===== src/rtl/ofdm_pkg.sv =====
// Shared types and helpers for the OFDM cyclic-prefix insertion block.
package ofdm_pkg;

  // Default output sample width after scaling the IFFT result.
  localparam int DATA_SIZE_DEF = 16;

  // Symbol handling phases: fill the buffer, emit the prefix, emit the body.
  typedef enum logic [1:0] {
    LOAD,
    OUT_CP,
    OUT_BODY
  } state_t;

  // Address width needed to index a buffer of the given depth (at least 1 bit).
  function automatic int addr_width(input int depth);
    return (depth > 1) ? $clog2(depth) : 1;
  endfunction

endpackage


===== src/rtl/ofdm_cp_ram.sv =====
// Symbol buffer: simple dual-port RAM with a registered, enabled read port.
// A read that hits the address being written returns the new data, so the
// prefix read can start on the same cycle the last sample is written.
module ofdm_cp_ram #(
  parameter int DEPTH = 64,
  parameter int WIDTH = 32,
  parameter int AW    = 6
) (
  input  logic             clk,
  input  logic             we,
  input  logic [AW-1:0]    waddr,
  input  logic [WIDTH-1:0] wdata,
  input  logic             re,
  input  logic [AW-1:0]    raddr,
  output logic [WIDTH-1:0] q
);

  logic [WIDTH-1:0] mem [DEPTH];

  // Write port plus registered read port with write-first bypass.
  // NOTE: the storage array has no reset; clearing it would prevent RAM
  // inference and every word is written before it is ever read.
  always_ff @(posedge clk) begin
    if (we) mem[waddr] <= wdata;
    if (re) q <= (we && (waddr == raddr)) ? wdata : mem[raddr];
  end

endmodule


===== src/rtl/ofdm_cp_insert.sv =====
// Cyclic-prefix insertion: buffers one IFFT symbol, scales it by truncation,
// then streams the last CP_LEN samples followed by the whole symbol.
// Read side is a two-stage pipeline (RAM output, then output register) so
// that the output can hold under back-pressure without losing samples.
module ofdm_cp_insert
  import ofdm_pkg::*;
#(
  parameter int IN_SIZE   = 22,
  parameter int DATA_SIZE = DATA_SIZE_DEF,
  parameter int FFT_SIZE  = 64,
  parameter int CP_LEN    = 16
) (
  input  logic                 i_clk,
  input  logic                 i_reset,
  input  logic                 i_valid,
  input  logic [IN_SIZE-1:0]   i_data_i,
  input  logic [IN_SIZE-1:0]   i_data_q,
  output logic                 o_wayt_data,
  output logic                 o_valid,
  output logic [DATA_SIZE-1:0] o_data_i,
  output logic [DATA_SIZE-1:0] o_data_q,
  output logic                 o_sop,
  output logic                 o_eop,
  input  logic                 i_wayt_recive,
  output logic [15:0]          o_symbol_cnt
);

  localparam int AW = addr_width(FFT_SIZE);
  typedef logic [AW-1:0] addr_t;
  localparam addr_t LAST     = addr_t'(FFT_SIZE - 1);
  localparam addr_t CP_START = addr_t'(FFT_SIZE - CP_LEN);

  state_t state, state_nx;
  addr_t  wr_cnt, wr_cnt_nx, rd_addr, rd_addr_nx, issue_addr;
  logic   body_done, body_done_nx;
  logic   issue, issue_sop, issue_eop, we;

  logic                   m_valid, m_sop, m_eop;
  logic [2*DATA_SIZE-1:0] ram_q, wdata;
  logic                   out_free, mid_free, out_xfer;

  // Low input bits are discarded by the truncating scaler.
  logic unused_low_bits;
  assign unused_low_bits = ^{i_data_i[IN_SIZE-DATA_SIZE-1:0], i_data_q[IN_SIZE-DATA_SIZE-1:0]};

  assign out_free = !o_valid || i_wayt_recive;
  assign mid_free = !m_valid || out_free;
  assign out_xfer = o_valid && i_wayt_recive;
  assign wdata    = {i_data_i[IN_SIZE-1 -: DATA_SIZE], i_data_q[IN_SIZE-1 -: DATA_SIZE]};

  // FSM and address counter registers.
  // NOTE: sequential state uses non-blocking assignments so every register
  // samples pre-edge values regardless of statement order.
  always_ff @(posedge i_clk) begin
    if (i_reset) begin
      state     <= LOAD;
      wr_cnt    <= '0;
      rd_addr   <= '0;
      body_done <= 1'b0;
    end else begin
      state     <= state_nx;
      wr_cnt    <= wr_cnt_nx;
      rd_addr   <= rd_addr_nx;
      body_done <= body_done_nx;
    end
  end

  // Next-state, buffer write and read-issue decisions.
  // NOTE: every output of this block gets a default first, so no path can
  // leave a signal unassigned and infer a latch.
  always_comb begin
    state_nx     = state;
    wr_cnt_nx    = wr_cnt;
    rd_addr_nx   = rd_addr;
    body_done_nx = body_done;
    o_wayt_data  = 1'b0;
    we           = 1'b0;
    issue        = 1'b0;
    issue_addr   = rd_addr;
    issue_sop    = 1'b0;
    issue_eop    = 1'b0;
    case (state)
      LOAD: begin
        o_wayt_data = 1'b1;
        if (i_valid) begin
          we        = 1'b1;
          wr_cnt_nx = wr_cnt + 1'b1;
          if (wr_cnt == LAST) begin
            // The pipeline is empty here, so the first read issues at once.
            wr_cnt_nx = '0;
            issue     = 1'b1;
            issue_sop = 1'b1;
            if (CP_LEN == 0) begin
              issue_addr = '0;
              rd_addr_nx = addr_t'(1);
              state_nx   = OUT_BODY;
            end else begin
              issue_addr = CP_START;
              rd_addr_nx = addr_t'(CP_START + 1'b1);
              state_nx   = (CP_LEN == 1) ? OUT_BODY : OUT_CP;
            end
          end
        end
      end
      OUT_CP: begin
        if (mid_free) begin
          issue      = 1'b1;
          rd_addr_nx = rd_addr + 1'b1;
          if (rd_addr == LAST) state_nx = OUT_BODY;
        end
      end
      OUT_BODY: begin
        if (mid_free && !body_done) begin
          issue      = 1'b1;
          issue_eop  = (rd_addr == LAST);
          rd_addr_nx = rd_addr + 1'b1;
          if (rd_addr == LAST) body_done_nx = 1'b1;
        end
        if (out_xfer && o_eop) begin
          state_nx     = LOAD;
          body_done_nx = 1'b0;
        end
      end
      default: state_nx = LOAD;
    endcase
  end

  ofdm_cp_ram #(
    .DEPTH(FFT_SIZE),
    .WIDTH(2 * DATA_SIZE),
    .AW   (AW)
  ) u_ram (
    .clk  (i_clk),
    .we   (we),
    .waddr(wr_cnt),
    .wdata(wdata),
    .re   (issue),
    .raddr(issue_addr),
    .q    (ram_q)
  );

  // Read pipeline: RAM-output tags, output hold register and symbol counter.
  always_ff @(posedge i_clk) begin
    if (i_reset) begin
      m_valid      <= 1'b0;
      m_sop        <= 1'b0;
      m_eop        <= 1'b0;
      o_valid      <= 1'b0;
      o_sop        <= 1'b0;
      o_eop        <= 1'b0;
      o_data_i     <= '0;
      o_data_q     <= '0;
      o_symbol_cnt <= '0;
    end else begin
      if (mid_free) begin
        m_valid <= issue;
        m_sop   <= issue_sop;
        m_eop   <= issue_eop;
      end
      if (out_free) begin
        o_valid <= m_valid;
        o_sop   <= m_valid && m_sop;
        o_eop   <= m_valid && m_eop;
        if (m_valid) begin
          o_data_i <= ram_q[2*DATA_SIZE-1:DATA_SIZE];
          o_data_q <= ram_q[DATA_SIZE-1:0];
        end
      end
      if (out_xfer && o_eop) o_symbol_cnt <= o_symbol_cnt + 16'd1;
    end
  end

endmodule


===== config.mk =====
export PLATFORM = sky130hd
export DESIGN_NAME = ofdm_cp_insert
export DESIGN_NICKNAME = d
export VERILOG_FILES = /design/src/rtl/ofdm_pkg.sv /design/src/rtl/ofdm_cp_ram.sv /design/src/rtl/ofdm_cp_insert.sv
export SDC_FILE = /design/constraint.sdc
export NUM_CORES = 2
export LEC_CHECK = 0
export ABC_AREA = 1
export CAP_MARGIN = 0
export CORE_MARGIN = 3
export CORE_UTILIZATION = 60
export DETAILED_ROUTE_END_ITERATION = 8
export HOLD_SLACK_MARGIN = 0.1
export PLACE_DENSITY = 0.77
export SLEW_MARGIN = 10
export SYNTH_ARGS = -nofsm -noshare
export SYNTH_HDL_FRONTEND = slang
export SYNTH_HIERARCHICAL = 1
export SYNTH_SLANG_ARGS = --single-unit

===== constraint.sdc =====
create_clock -name i_clk -period 13 [get_ports i_clk]
set_input_delay 1.95 -clock i_clk [delete_from_list [all_inputs] [get_ports i_clk]]
set_output_delay 1.95 -clock i_clk [all_outputs]
set_load 0.005 [all_outputs]

==> flow_summary.json <==
{
  "drv_cap": 0,
  "row_count": 138,
  "area_growth_pct": 9.98,
  "grt_pass1_wl_mm": 333,
  "startpoint_type": "input pin",
  "grt_max_degree": 203,
  "vias_per_cell": 6.24,
  "place.gp.congestion": 0.864,
  "grt_overflow": 0,
  "drc": 0,
  "initial_core_util_pct": 60.7,
  "cts_made_buffers": 196,
  "fin_crit_ns": 7.71,
  "final_core_util_pct": 66.8,
  "clock_path_buffers": 3,
  "hold_buffers": 0,
  "netlist-cell-type-count": 36,
  "cts_sinks": 2149,
  "p_clk_share_pct": 41.2,
  "hp-class": "reg2reg",
  "slew_headroom_pct": 23.3,
  "fp.dieW_microns": 385,
  "yosysTopAreaCellShare_pct": 72.4,
  "worstPathArrival_ns": 8.41,
  "worst_pin_slew_ns": 1.15,
  "ant_nets": 0,
  "wl_per_cell_microns": 24.5,
  "core_sq_um": 142000,
  "fin_crit_sh_pct": 59.3,
  "nFillCells": 9452,
  "routed_wl_mm": 226,
  "grt_use_met2_pct": 48.4,
  "power.density_nw_per_um2": 141,
  "cp_slowest_cell": "buf_4",
  "total_power_w": 0.0134,
  "cts_tree": "done",
  "met1_usage_pct": 41.1,
  "synth.largest_area_cell": "edfxtp_1",
  "fin_tns_setup_ns": 0,
  "drv_slew": 0,
  "clock-root-buffer": "clkbuf_16",
  "htreeDepth": 4,
  "clk_pin_slew_ns": 0.06,
  "final_common_cell": "nand2_1",
  "insertion_delay_ns": 0.84,
  "top_usage_layer": "met2",
  "fmax_ghz": 0.130,
  "firstDrtPassIters": 8,
  "ir_drop_mv": 0.153,
  "r2r-start": "state[0]",
  "antenna_found_initial": 6,
  "hold_viol_final": 0,
  "multiInputGateArea_sq_um": 20400,
  "dp_hpwl_mm": 108,
  "syn_area_per_cell_sq_um": 12.0,
  "layout_common_cells": "nand2_1, edfxtp_1, nand3_1",
  "num_vias": 57500,
  "leakage_nw": 32.7,
  "regArea_sq_um": 63800,
  "internal_power_w": 0.0107,
  "end_kind": "flip-flop",
  "comb_power_share_pct": 1.8,
  "synth-seq-area-share_pct": 74.0,
  "worstPathCellList": "clkdlybuf4s50_1 > nand2_1 > inv_1 > nand2_1 > inv_1 > nor2_4 > buf_4 > buf_4 > buf_4 > buf_4 > nand2_1 > nand3_1 > nand3_1 > nand3_1 > nand3_1 > nand3_1 > nand3_1 > nand2_1",
  "syn_nets": 7261,
  "worstSetupPathType": "in2reg",
  "drive_above_1_share_pct": 7.32,
  "chipHeight_microns": 385,
  "synthTopCellsByArea": "edfxtp_1, nand3_1, nand2_1",
  "hold_start": "o_symbol_cnt[13]",
  "grt_usage_pct": 30.4,
  "crit_start": "i_valid",
  "io_buffer_count": 87,
  "syn-cell-area_sq_um": 86300,
  "cts.repair.resized": 0,
  "final_nets": 7220,
  "crit_fanout": 83,
  "synth_cells": 7206,
  "finalSetupViolCount": 0,
  "grt_pass1_vias": 54800,
  "critPathMaxStageDelay_ns": 0.88,
  "seqPwrFrac_pct": 57.0,
  "cts_setup_buffers": 0,
  "io-pin-count": 100,
  "crit_top_cell": "nand3_1",
  "rsz0062_at_grt": "false",
  "outcome": "finished, final reports clean",
  "ys.warnings.count": 6,
  "die_area_sq_um": 148000,
  "switching_share_pct": 19.8,
  "grt_use_met3_pct": 6.13,
  "required_ns": 13.70,
  "p_sw_w": 0.00264,
  "synth_seq_cells": 2149,
  "skew_ns": 0.0227,
  "drtIter0Drc": 9053
}
## sequential cells by signal (all words and copies together), names as in the netlist
signal / flops
m_sop: 1
wr_cnt: 6
u_ram/q: 32
m_valid: 1
o_sop: 1
o_symbol_cnt: 16
o_valid: 1
rd_addr: 6
o_data_q: 16
o_eop: 1
o_data_i: 16
body_done: 1
m_eop: 1
u_ram/mem: 2048
state: 2
## power by group through the flow
stage / Clock (W) / Combinational, W / Sequential (W)
2_1_floorplan: 0 / 0.0000546 / 0.00776
3_3_place_gp: 0 / 0.000216 / 0.00776
3_5_place_dp: 0 / 0.000226 / 0.00777
4_1_cts: 0.00553 / 0.000226 / 0.00762
5_1_grt: 0.00582 / 0.000245 / 0.00761
6_report: 0.00550 / 0.000234 / 0.00762
## worst paths after layout
| kind | depth (start not counted) | slack [ns] | end |
|---|---|---|---|
| worst min-delay path | 2 | 0.46 | o_symbol_cnt[13] |
| worst min register to register | 2 | 0.46 | o_symbol_cnt[13] |
| worst max register to register | 19 | 6.22 | u_ram/q[12] |
| worst max-delay path | 18 | 5.29 | u_ram/q[12] |
## kinds of logic after synthesis
family                   after synthesis  synth area share (%)
buffers and inverters                532                  2.94
XOR/XNOR                               1                0.0102
AO/OA/AOI/OAI                         84                 0.516
adder cells (fa/ha/maj)                7                 0.102
flip-flops                          2149                  74.0
AND/OR/NAND/NOR                     4433                  22.4
## cells in the mapped netlist (all sizes together)
| cell | count |
|---|---|
| nor4 | 9 |
| o21a | 1 |
| nor3 | 5 |
| a221oi | 1 |
| nand4 | 17 |
| edfxtp | 2080 |
| o22ai | 3 |
| o21ai | 50 |
| nand3 | 2030 |
| ha | 7 |
| inv | 59 |
| nand2 | 2199 |
| nor2 | 172 |
| buf | 354 |
| a21oi | 27 |
| nor3b | 1 |
| a211oi | 2 |
| xnor2 | 1 |
| dfxtp | 69 |
| clkbuf | 114 |
| clkinv | 5 |
## per-layer routing
metal | routed length, microns | part of all wire, % | vias to the layer above
met5 | 21 | 0.0093 | -
met4 | 9600 | 4.3 | 4
met3 | 30200 | 13 | 577
met2 | 105000 | 47 | 3820
met1 | 80600 | 36 | 27600
li1 | - | - | 25500
## area by class of cell
class	instances	area share, %
Sequential cell	2149	67.3
Multi-Input combinational cell	4525	21.5
Clock buffer	253	5.50
Tap cell	1890	2.49
Timing Repair Buffer	229	2.02
Clock inverter	105	0.909
Inverter	64	0.285
Antenna cell	3	0.00791
## metrics by stage
step                      setup slack [ns]  hold slack (ns)  instance area [sq um]  cells
after CTS                             5.51            0.462                  94900   9215
after floorplan                       6.69            0.436                  86300   7206
after global placement                4.80            0.449                  88800   8857
final                                 5.29            0.464                  94900   9218
after global routing                  5.05            0.478                  94900   9215
after detailed placement              4.66            0.453                  88800   8857
## worst max-delay path, delay by kind of cell
family                 cells  cell delay (ns)
buffers and inverters      7             4.27
AND/OR/NAND/NOR           11             2.08
No activity file was read; power rests on OpenSTA's default activity.
